## src/rtl/ctrl_pkg.sv

```systemverilog
// ctrl_pkg: opcodes, FSM state encoding and ula operation codes for controle_proc
package ctrl_pkg;
    localparam logic [2:0] OP_MV  = 3'b000;
    localparam logic [2:0] OP_MVI = 3'b001;
    localparam logic [2:0] OP_ADD = 3'b010;
    localparam logic [2:0] OP_SUB = 3'b011;
    localparam logic [2:0] OP_SLT = 3'b100;
    localparam logic [2:0] OP_CMP = 3'b101;
    localparam logic [1:0] ULA_ADD = 2'b00;
    localparam logic [1:0] ULA_SUB = 2'b01;
    localparam logic [1:0] ULA_SLT = 2'b10;
    localparam logic [1:0] ULA_CMP = 2'b11;
    typedef enum logic [1:0] {T0 = 2'b00, T1 = 2'b01, T2 = 2'b10, T3 = 2'b11} state_t;
endpackage

```

## src/rtl/regn.sv

```systemverilog
// regn: W-bit register with write enable and synchronous active-high reset
module regn #(parameter int W = 16) (
    input  logic         clk,
    input  logic         rst,
    input  logic         en,
    input  logic [W-1:0] d,
    output logic [W-1:0] q
);
    always_ff @(posedge clk)
        if (rst) q <= '0;
        else if (en) q <= d;
endmodule

```

## src/rtl/controle_proc.sv

```systemverilog
// controle_proc: multi-cycle control/datapath stage feeding the 16-bit ula; Illegal port only with CTRL_ILLEGAL_FLAG_EN
module controle_proc
    import ctrl_pkg::*;
#(
    parameter int DATA_W = 16
) (
    input  logic              Clock,
    input  logic              Reset,
    input  logic              Run,
    input  logic [DATA_W-1:0] DIN,
    input  logic [DATA_W-1:0] UlaQ,
    output logic [DATA_W-1:0] RegA,
    output logic [DATA_W-1:0] BusWires,
    output logic [1:0]        Operacao,
    output logic              Done
`ifdef CTRL_ILLEGAL_FLAG_EN
    ,output logic             Illegal
`endif
);
    state_t state, nxt;
    logic [8:0] ir;
    logic [2:0] op, rx, ry;
    logic [DATA_W-1:0] r [8];
    logic [DATA_W-1:0] g, bus;
    logic [7:0] sel_r, r_en;
    logic sel_din, sel_g, r_wr, a_en, g_en;

    assign {op, rx, ry} = ir;
    assign r_en = {7'b0, r_wr} << rx;
    assign BusWires = bus;
`ifdef CTRL_ILLEGAL_FLAG_EN
    // only 11x opcodes finish with Done while still in T1 without a write
    assign Illegal = Done && op[2:1] == 2'b11;
`endif

    always_ff @(posedge Clock) begin
        if (Reset) begin
            state <= T0;
            ir <= '0;
        end else begin
            state <= nxt;
            if (state == T0 && Run) ir <= DIN[8:0];
        end
    end

    always_comb begin
        nxt = state;
        sel_din = 1'b0;
        sel_g = 1'b0;
        sel_r = '0;
        r_wr = 1'b0;
        a_en = 1'b0;
        g_en = 1'b0;
        Done = 1'b0;
        Operacao = ULA_ADD;
        if (!Reset)
            case (state)
                T0: nxt = Run ? T1 : T0;
                T1: begin
                    nxt = T0;
                    case (op)
                        OP_MV: begin
                            sel_r[ry] = 1'b1;
                            r_wr = 1'b1;
                            Done = 1'b1;
                        end
                        OP_MVI: begin
                            sel_din = 1'b1;
                            r_wr = 1'b1;
                            Done = 1'b1;
                        end
                        OP_ADD, OP_SUB, OP_SLT, OP_CMP: begin
                            sel_r[rx] = 1'b1;
                            a_en = 1'b1;
                            nxt = T2;
                        end
                        default: Done = 1'b1;
                    endcase
                end
                T2: begin
                    sel_r[ry] = 1'b1;
                    g_en = 1'b1;
                    Operacao = op == OP_SUB ? ULA_SUB : op == OP_SLT ? ULA_SLT : op == OP_CMP ? ULA_CMP : ULA_ADD;
                    nxt = T3;
                end
                T3: begin
                    sel_g = 1'b1;
                    r_wr = 1'b1;
                    Done = 1'b1;
                    nxt = T0;
                end
                default: nxt = T0;
            endcase
    end

    // one-hot AND-OR bus: all-zero selects give a zero bus
    always_comb begin
        bus = ({DATA_W{sel_din}} & DIN) | ({DATA_W{sel_g}} & g);
        for (int k = 0; k < 8; k++) bus |= {DATA_W{sel_r[k]}} & r[k];
    end

    for (genvar i = 0; i < 8; i++) begin : g_r
        regn #(.W(DATA_W)) u_r (.clk(Clock), .rst(Reset), .en(r_en[i]), .d(bus), .q(r[i]));
    end
    regn #(.W(DATA_W)) u_a (.clk(Clock), .rst(Reset), .en(a_en), .d(bus), .q(RegA));
    regn #(.W(DATA_W)) u_g (.clk(Clock), .rst(Reset), .en(g_en), .d(UlaQ), .q(g));
endmodule
```

## config.mk

```make
export PLATFORM = sky130hd
export DESIGN_NAME = controle_proc
export DESIGN_NICKNAME = d
export VERILOG_FILES = /design/src/rtl/ctrl_pkg.sv /design/src/rtl/regn.sv /design/src/rtl/controle_proc.sv
export SDC_FILE = /design/constraint.sdc
export NUM_CORES = 1
export LEC_CHECK = 0
export CELL_PAD_IN_SITES_DETAIL_PLACEMENT = 1
export CELL_PAD_IN_SITES_GLOBAL_PLACEMENT = 1
export CORE_MARGIN = 2
export CORE_UTILIZATION = 50
export CTS_BUF_LIST = sky130_fd_sc_hd__clkbuf_2
export DETAILED_ROUTE_END_ITERATION = 7
export PLACE_DENSITY_LB_ADDON = 0.1
export SYNTH_ARGS = -nofsm -noshare
export SYNTH_HDL_FRONTEND = slang
export SYNTH_SLANG_ARGS = --single-unit
```

## constraint.sdc

```tcl
create_clock -name Clock -period 5.9 [get_ports Clock]
set_input_delay 1.18 -clock Clock [delete_from_list [all_inputs] [get_ports Clock]]
set_output_delay 1.18 -clock Clock [all_outputs]
set_load 0.005 [all_outputs]
```

Yosys cells after proc, flatten, opt, wreduce, memory -nomap -nowiden
Cells that the tools add are included.
Word-level totals
  register bits after elaboration: 171
  input port bits: 35
  output and inout bits: 35
  logic and storage cells: 82
Cells by class
  $lt $le $gt $ge: 4
  equality and inequality tests: 8
  shift operators: 1
  mux-type cells: 31
  bitwise operators: 19
  reductions and logical operators: 7
Operators by type and width (number)
  bitwise AND 16 bit: 10
  OR 16 bit: 9
  case mux 8 bit (2 select lines): 2
  two-way mux 1 bit: 17
  two-way mux 2 bit: 6
  < comparator 3 x 4 -> 1 bit (second input constant): 2
  two-way mux 8 bit: 1
  case mux 2 bit (4 select lines): 1
  left shift 1 x 3 -> 8 bit: 1
  demux 1 bit (select 3 bit): 2
  == test 3 x 2 -> 1 bit (second input constant): 2
  == test 3 bit (second input constant): 2
  greater-or-equal comparator 3 x 1 -> 1 bit (second input constant): 2
  == test 2 bit (second input constant): 2
  case mux 1 bit (2 select lines): 2
  OR reduction 4 bit: 1
  == test 3 x 1 -> 1 bit (second input constant): 1
  logical AND 1 bit: 3
  zero test 3 bit: 1
  == test 2 x 1 -> 1 bit (second input constant): 1
  zero test 2 bit: 1
  OR reduction 2 bit: 1

Depth between registers and ports, before layout
Gate-level depths: netlist of the first run.
  word-level depth: 16
  depth in mapped cells: 11
  depth with buffers taken out: 8

Cells and area by module
From an unflattened synthesis of the first run, not the netlist that was laid out.
Second synthesis, totals
  cells, all modules: 899
  area, all modules: 8813.5 um2
By module, submodules not included
  regn: times used 10, cells each 52, area an instance 580.6 um2, seq. area each 320.3 um2
  controle_proc: times used 1, cells each 379, area an instance 3007.9 um2, seq. area each 220.2 um2

Worst setup path after synthesis of the first run
Ideal clock, no wire load.
  kind: input to output
  from: input Reset
  to: output BusWires[7]
  arrival: 2903 ps
  data required time: 4720 ps
  path slack: 1817 ps
  stages: 8
  path buffers: 2
  cells stage by stage: buf_2 -> buf_2 -> and4b_1 -> and2_1 -> a32o_1 -> a211oi_1 -> nor3b_2 -> inv_1
On the way
  longest elaborated chain between the ends: 11
  elaborated cells between the ends (all ways): 22
  those cells by class: mux: 3; bitwise: 19
Ends and longest elaborated chain
  start: declaration: RTL line controle_proc.sv:8  | input logic Reset,
  two-way mux 1 bit: RTL line controle_proc.sv:56  | if (!Reset)
  bitwise AND 16 bit: RTL line controle_proc.sv:98  | bus = ({DATA_W{sel_din}} & DIN) | ({DATA_W{sel_g}} & g);
  OR 16 bit: RTL line controle_proc.sv:98
  OR 16 bit (7 in series): RTL line controle_proc.sv:99  | for (int k = 0; k < 8; k++) bus |= {DATA_W{sel_r[k]}} & r[k];
  OR 16 bit (*): RTL line controle_proc.sv:99
  end: declaration: RTL line controle_proc.sv:13  | output logic [DATA_W-1:0] BusWires,
Mark *: on every way between the ends. The rest lies on a longest branch, timed or not.

==> results.yml, run 1 <==
worst_hold_path:
  worstHoldStart: "g_r[0].u_r.q[14]$_SDFFE_PP0P_"
  min_delay_path_depth: 2
  min_path_type: "reg2reg"
  min_delay_worst_endpoint: "g_r[0].u_r.q[14]$_SDFFE_PP0P_"
setup_path:
  path_cells: "inv_1, ha_1, or4b_4, and2_2, o32ai_1, and2_1, a2111oi_4, inv_1, clkdlybuf4s50_1"
  critPathKind: "reg2out"
  r2r_slack_ps: 2410
  cp.required_ps: 4720
  r2r_cells: 9
  worstPathArrival_ps: 4370
  crit_slowest_cell: "o32ai_1"
  cpPeakStageDelay_ps: 750
  cp-start-kind: "register"
  path_max_fanout: 11
  cp-end-kind: "output pin"
  r2r_end: "u_a.q[7]$_SDFFE_PP0P_"
  cpMostUsedCell: "inv_1"
clock_network:
  postCtsHoldBufs: 0
  clock_latency_ps: 770
  cts_root_buf: "clkbuf_2"
  htreeDepth: 4
  numCtsBuffers: 17
  cts-resized-gates: 0
  clock-sinks: 171
  path_clk_slew_ps: 240
  post_cts_buffers: 0
  cts_buffer_depth: 2
  cts_tree: "built"
timing:
  setup_viol: 0
  hold_viol: 0
  finalCritPeriodShare_pct: 94.1
  slew_headroom_pct: 25.0
  slew_viol_final: 0
  fin_skew_ps: 27.0
  fmax_mhz: 180
  tightestPinTransition_ps: 1120
  fin_tns_setup_ps: 0
  layout_min_cycle_time_ps: 5550
  grt_setup_unrepaired: "false"
floorplanning:
  dieWidth_um: 137
  coreArea_um2: 17200
  die_area_um2: 18600
  rows: 48
  ioPinCount: 70
  start_util_pct: 50.9
  die_h_um: 137
logic_synthesis:
  synth.avg_cell_area_um2: 8.73
  syn_inst: 1006
  yosysSeqAreaShare_pct: 39.0
  synth_seq_cells: 171
  synthArstFlopShare_pct: 0
  synth.distinct_cells: 72
  syn_nets: 1046
  synth-edff-count: 0
  syn_area_um2: 8780
  synth_warnings: 0
  ys.flop_type: "dfxtp_1"
global_routing:
  grt_pass1_vias: 7999
  antenna_found_initial: 2
  grt_max_degree: 68
  grt_pass1_wl_um: 46200
  track_usage_pct: 32.5
  gr-total-overflow: 0
routing:
  wl_per_cell_um: 23.7
  vias_per_cell: 6.49
  dr.pass1.iters: 7
  ant_nets: 0
  vias: 8238
  route.detailed.drc: 0
  wirelength_um: 30100
  drt_iter0_markers: 759
cells_and_area:
  fin_cells: 1270
  multi_input_area_um2: 4870
  drive_above_1_share_pct: 12.1
  final_common_cell: "nor2_1"
  areaGrowthSynthToFinish_pct: 12.2
  final_cell_mix: "nor2_1, dfxtp_1, a211oi_1"
  nNetsFinal: 1073
  final.fill_count: 2070
  final-seq-area_um2: 3420
pwr:
  power_density_nw_per_um2: 214
  leakagePower_nw: 3.06
  ir_drop_mv: 0.143
place:
  place.gp.congestion: 0.919
  dpl.hpwl_um: 20600
  placed_cells: 1239
  io_buffer_count: 69
flow_run:
  maxCapViolations: 0
outcome:
  status: "finished, final reports clean"
## where the power goes
group	switching, W	total, W	internal, W
sequential	0.0000295	0.00121	0.00118
combinational	0.000122	0.000204	0.0000815
clock	0.000427	0.000698	0.000271
total	0.000579	0.00211	0.00153
## sequential cells by signal (all words and copies together) (netlist names), named ones only
name,count
g_r.u_r.q,128
u_a.q,16
u_g.q,16
ir,9
state,1
## cells in the mapped netlist (9+ instances only)
master      n  share of area, %
a211oi_1  121                10
a21oi_1    20               1.1
a221oi_1    9              0.90
a22oi_1    35               3.0
buf_2      12              0.68
clkbuf_1   63               2.7
dfxtp_1   171                39
inv_1      22              0.94
mux2_2     20               2.6
mux2i_1    68               7.8
nand2_1    27               1.2
nand3_1    24               1.4
nor2_1    200               8.6
nor3_1     21               1.2
o21ai_0    13              0.74
o22ai_1    18               1.3
## worst max path at each step
stage                        startpoint      endpoint
floorplan                         Reset   BusWires[7]
global placement                  Reset  BusWires[14]
detailed placement                Reset  BusWires[12]
CTS                  ir[3]$_SDFFE_PP0P_   BusWires[2]
global route        state[0]$_SDFF_PP0_   BusWires[8]
finish                         register  BusWires[12]
## worst max-delay path: cells and delay by family (launching register included)
family	cells	cell delay, ps
AND/OR/NAND/NOR	3	1190
buffers and inverters	3	710
AO/OA/AOI/OAI	2	860
flip-flops	1	400
adder cells (fa/ha/maj)	1	440
## cell families (layout without fill, tap and decap cells)
family | Yosys count | after routing | synth area share (%)
flops | 171 | 171 | 39.0
fa+ha+maj | 5 | 5 | 0.713
compound gates | 279 | 279 | 24.4
xor+xnor | 2 | 2 | 0.200
other cells | 0 | 2 | 0
buf+inv | 115 | 152 | 6.11
simple gates | 345 | 345 | 19.0
mux | 89 | 89 | 10.6
## layer usage
metal / track usage (%) / part of all wire [%] / vias up
li1: - / - / 3785
met1: 46.1 / 46 / 4019
met2: 49.3 / 44 / 374
met3: 6.44 / 7.9 / 60
met4: 11.2 / 2.3 / 0
met5: 0 / 0 / -
## metrics by stage
| stage | total power [W] | setup WS (ps) | hold slack [ps] | area [µm²] | util (%) |
|---|---|---|---|---|---|
| floorplan | 0.00134 | 1820 | 449 | 8780 | - |
| global placement | 0.00142 | 769 | 458 | 9590 | 55.6 |
| detailed placement | 0.00143 | 670 | 463 | 9590 | 55.6 |
| CTS | 0.00211 | 414 | 489 | 9850 | 57.1 |
| global route | 0.00217 | 144 | 531 | 9850 | 57.1 |
| finish | 0.00211 | 350 | 490 | 9850 | 57.2 |
## final cells by class
type,instances,area share (%)
Antenna cell,2,0.0508
Clock buffer,17,0.864
Clock inverter,12,1.77
Inverter,22,0.838
Multi-Input combinational cell,720,49.4
Sequential cell,171,34.8
Tap cell,225,2.86
Timing Repair Buffer,101,9.46
(Power assumes the default switching activity.)
==> run 2: changes to the inputs <==
--- a/config.mk
+++ b/config.mk
@@ -7,10 +7,12 @@
 export LEC_CHECK = 0
 export CELL_PAD_IN_SITES_DETAIL_PLACEMENT = 1
 export CELL_PAD_IN_SITES_GLOBAL_PLACEMENT = 1
+export CORE_ASPECT_RATIO = 0.5
 export CORE_MARGIN = 2
 export CORE_UTILIZATION = 50
 export CTS_BUF_LIST = sky130_fd_sc_hd__clkbuf_2
 export DETAILED_ROUTE_END_ITERATION = 7
+export MAX_ROUTING_LAYER = met4
 export PLACE_DENSITY_LB_ADDON = 0.1
 export SYNTH_ARGS = -nofsm -noshare
 export SYNTH_HDL_FRONTEND = slang
==> run 2 against run 1 <==
  * Sequential power is essentially flat
  * Utilization shrank 0.54 points
  * Critical path depth grew 1
  * Non-clock buffer count unchanged
  * Largest cell class unchanged
  * Via count rose by 1.7%
  * Largest power group unchanged
  * Critical path type unchanged
  * Power is 6.3% lower
  * Cell area shrank 0.75%
  * Combinational power increased by 4%
  * Worst setup slack worse by 49 ps
  * Sequential share of layout area rose by 0.26 points
==> results.yml, run 2 (synthesis results as in run 1) <==
place:
  dp_slack_ps: 779
  place.gp.congestion: 0.959
  io_buffer_count: 69
  placed_cells: 1248
  dpl.hpwl_um: 22500
routing:
  vias: 8382
  wirelength_um: 32500
  drt_iter0_markers: 748
  vias_per_cell: 6.55
  dr.pass1.iters: 5
  ant_nets: 0
  route.detailed.drc: 0
  wl_per_cell_um: 25.4
cells_and_area:
  areaGrowthSynthToFinish_pct: 11.4
  n_antenna_cell: 0
  final_cell_mix: "nor2_1, dfxtp_1, a211oi_1"
  final_common_cell: "nor2_1"
  fin_cells: 1279
  largestRegisters: "g_r.u_r.q x128, u_a.q x16, u_g.q x16"
  largest_reg_flops: 128
  drive_above_1_share_pct: 12.3
  regMostFlops: "g_r.u_r.q"
  nNetsFinal: 1073
timing:
  slew_headroom_pct: 32.6
  tightestPinTransition_ps: 1010
  layout_min_cycle_time_ps: 5600
  worst_slack_ps: 301
  grt_setup_unrepaired: "false"
  hold_viol: 0
  fmax_mhz: 179
  fin_skew_ps: 55.9
  fin_tns_setup_ps: 0
  setup_viol: 0
  slew_viol_final: 0
  finalCritPeriodShare_pct: 94.9
  whs_ps: 523
global_routing:
  gr-total-overflow: 0
  busiest_layer: "met1"
  track_usage_pct: 36.2
  grt_pass1_vias: 8270
  grt_max_degree: 55
  met2_usage_pct: 50.0
  antenna_found_initial: 0
  grtUsageMet1_pct: 50.7
  use_met3_pct: 12.1
  grt_pass1_wl_um: 49500
clock_network:
  cts_tree: "built"
  path_clk_slew_ps: 250
  cts_root_buf: "clkbuf_2"
  clock_latency_ps: 810
  numCtsBuffers: 17
  cts_buffer_depth: 2
  htreeDepth: 4
  clock-sinks: 171
  postCtsHoldBufs: 0
setup_path:
  worstPathArrival_ps: 4420
  cp-start-kind: "register"
  cp.required_ps: 4720
  cp-end-kind: "output pin"
  crit_slowest_cell: "a32o_1"
  path_max_fanout: 14
  path_cells: "inv_1, ha_1, or4b_4, nand2_1, a32o_1, a211oi_1, nor3b_2, buf_4, inv_1, clkdlybuf4s50_1"
  crit_cells: 10
  cp_top_family: "simple AND/OR/NAND/NOR gates"
  cpMostUsedCell: "inv_1"
  crit_end: "BusWires[7]"
  r2r_slack_ps: 2370
  critPathKind: "reg2out"
  r2r_cells: 10
  cpPeakStageDelay_ps: 540
  r2r_end: "u_a.q[7]$_SDFFE_PP0P_"
  crit_buf_inv: 4
floorplanning:
  die_area_um2: 18700
  rows: 34
  die_h_um: 97.7
  dieWidth_um: 191
  coreArea_um2: 17300
  ioPinCount: 70
  start_util_pct: 50.8
worst_hold_path:
  min_delay_path_depth: 2
  min_path_type: "reg2reg"
  worstHoldStart: "u_a.q[0]$_SDFFE_PP0P_"
pwr:
  power_density_nw_per_um2: 202
  leakagePower_nw: 3.03
  ir_drop_mv: 0.116
flow_run:
  maxCapViolations: 0
outcome:
  status: "finished, final reports clean"
## run 2: worst register-to-register path, cell delays in order (launching register included)
cell and delay [ps]:
dfxtp_1 390, inv_1 120, ha_1 460, or4b_4 580
nand2_1 500, a32o_1 520, a211oi_1 120, nor3b_2 230
buf_4 180, buf_4 160, a211oi_1 230
## run 2: final cells by class
cell class	count	area [µm²]
Clock buffer	18	90.1
Clock inverter	13	92.6
Fill cell	2066	7490
Inverter	22	82.6
Multi-Input combinational cell	720	4860
Sequential cell	171	3420
Tap cell	234	293
Timing Repair Buffer	101	932
## run 2: metrics by stage
stage          cell area [µm²]  power, W  util [%]
2_1_floorplan             8780   0.00134         -
3_3_place_gp              9590   0.00142      55.5
3_5_place_dp              9590   0.00143      55.5
4_1_cts                   9770   0.00197      56.6
5_1_grt                   9780   0.00204      56.6
6_report                  9780   0.00197      56.6
## run 2: worst min-delay path by stage
stage	endpoint	slack [ps]
after floorplan	g_r[0].u_r.q[12]$_SDFFE_PP0P_	450
after global placement	g_r[0].u_r.q[14]$_SDFFE_PP0P_	480
after detailed placement	g_r[0].u_r.q[14]$_SDFFE_PP0P_	490
after CTS	g_r[0].u_r.q[14]$_SDFFE_PP0P_	520
after global routing	g_r[4].u_r.q[7]$_SDFFE_PP0P_	540
final	u_a.q[0]$_SDFFE_PP0P_	520
## run 2: power breakdown
group / switching (W) / internal (W)
registers: 0.0000257 / 0.00118
logic: 0.000131 / 0.0000807
clock network: 0.000449 / 0.000112
## run 2: what timing repair did
item                       in CTS  in global routing
hold endpoints to repair        0                  0
setup endpoints to repair       0                  2
buffers inserted                0                  0
gates resized for setup         0                  1
## run 2: metal layers
layer	wire length, µm	share of wire (%)
met5	0	0
met4	544	1.7
met3	3660	11
met2	13200	41
met1	15100	46
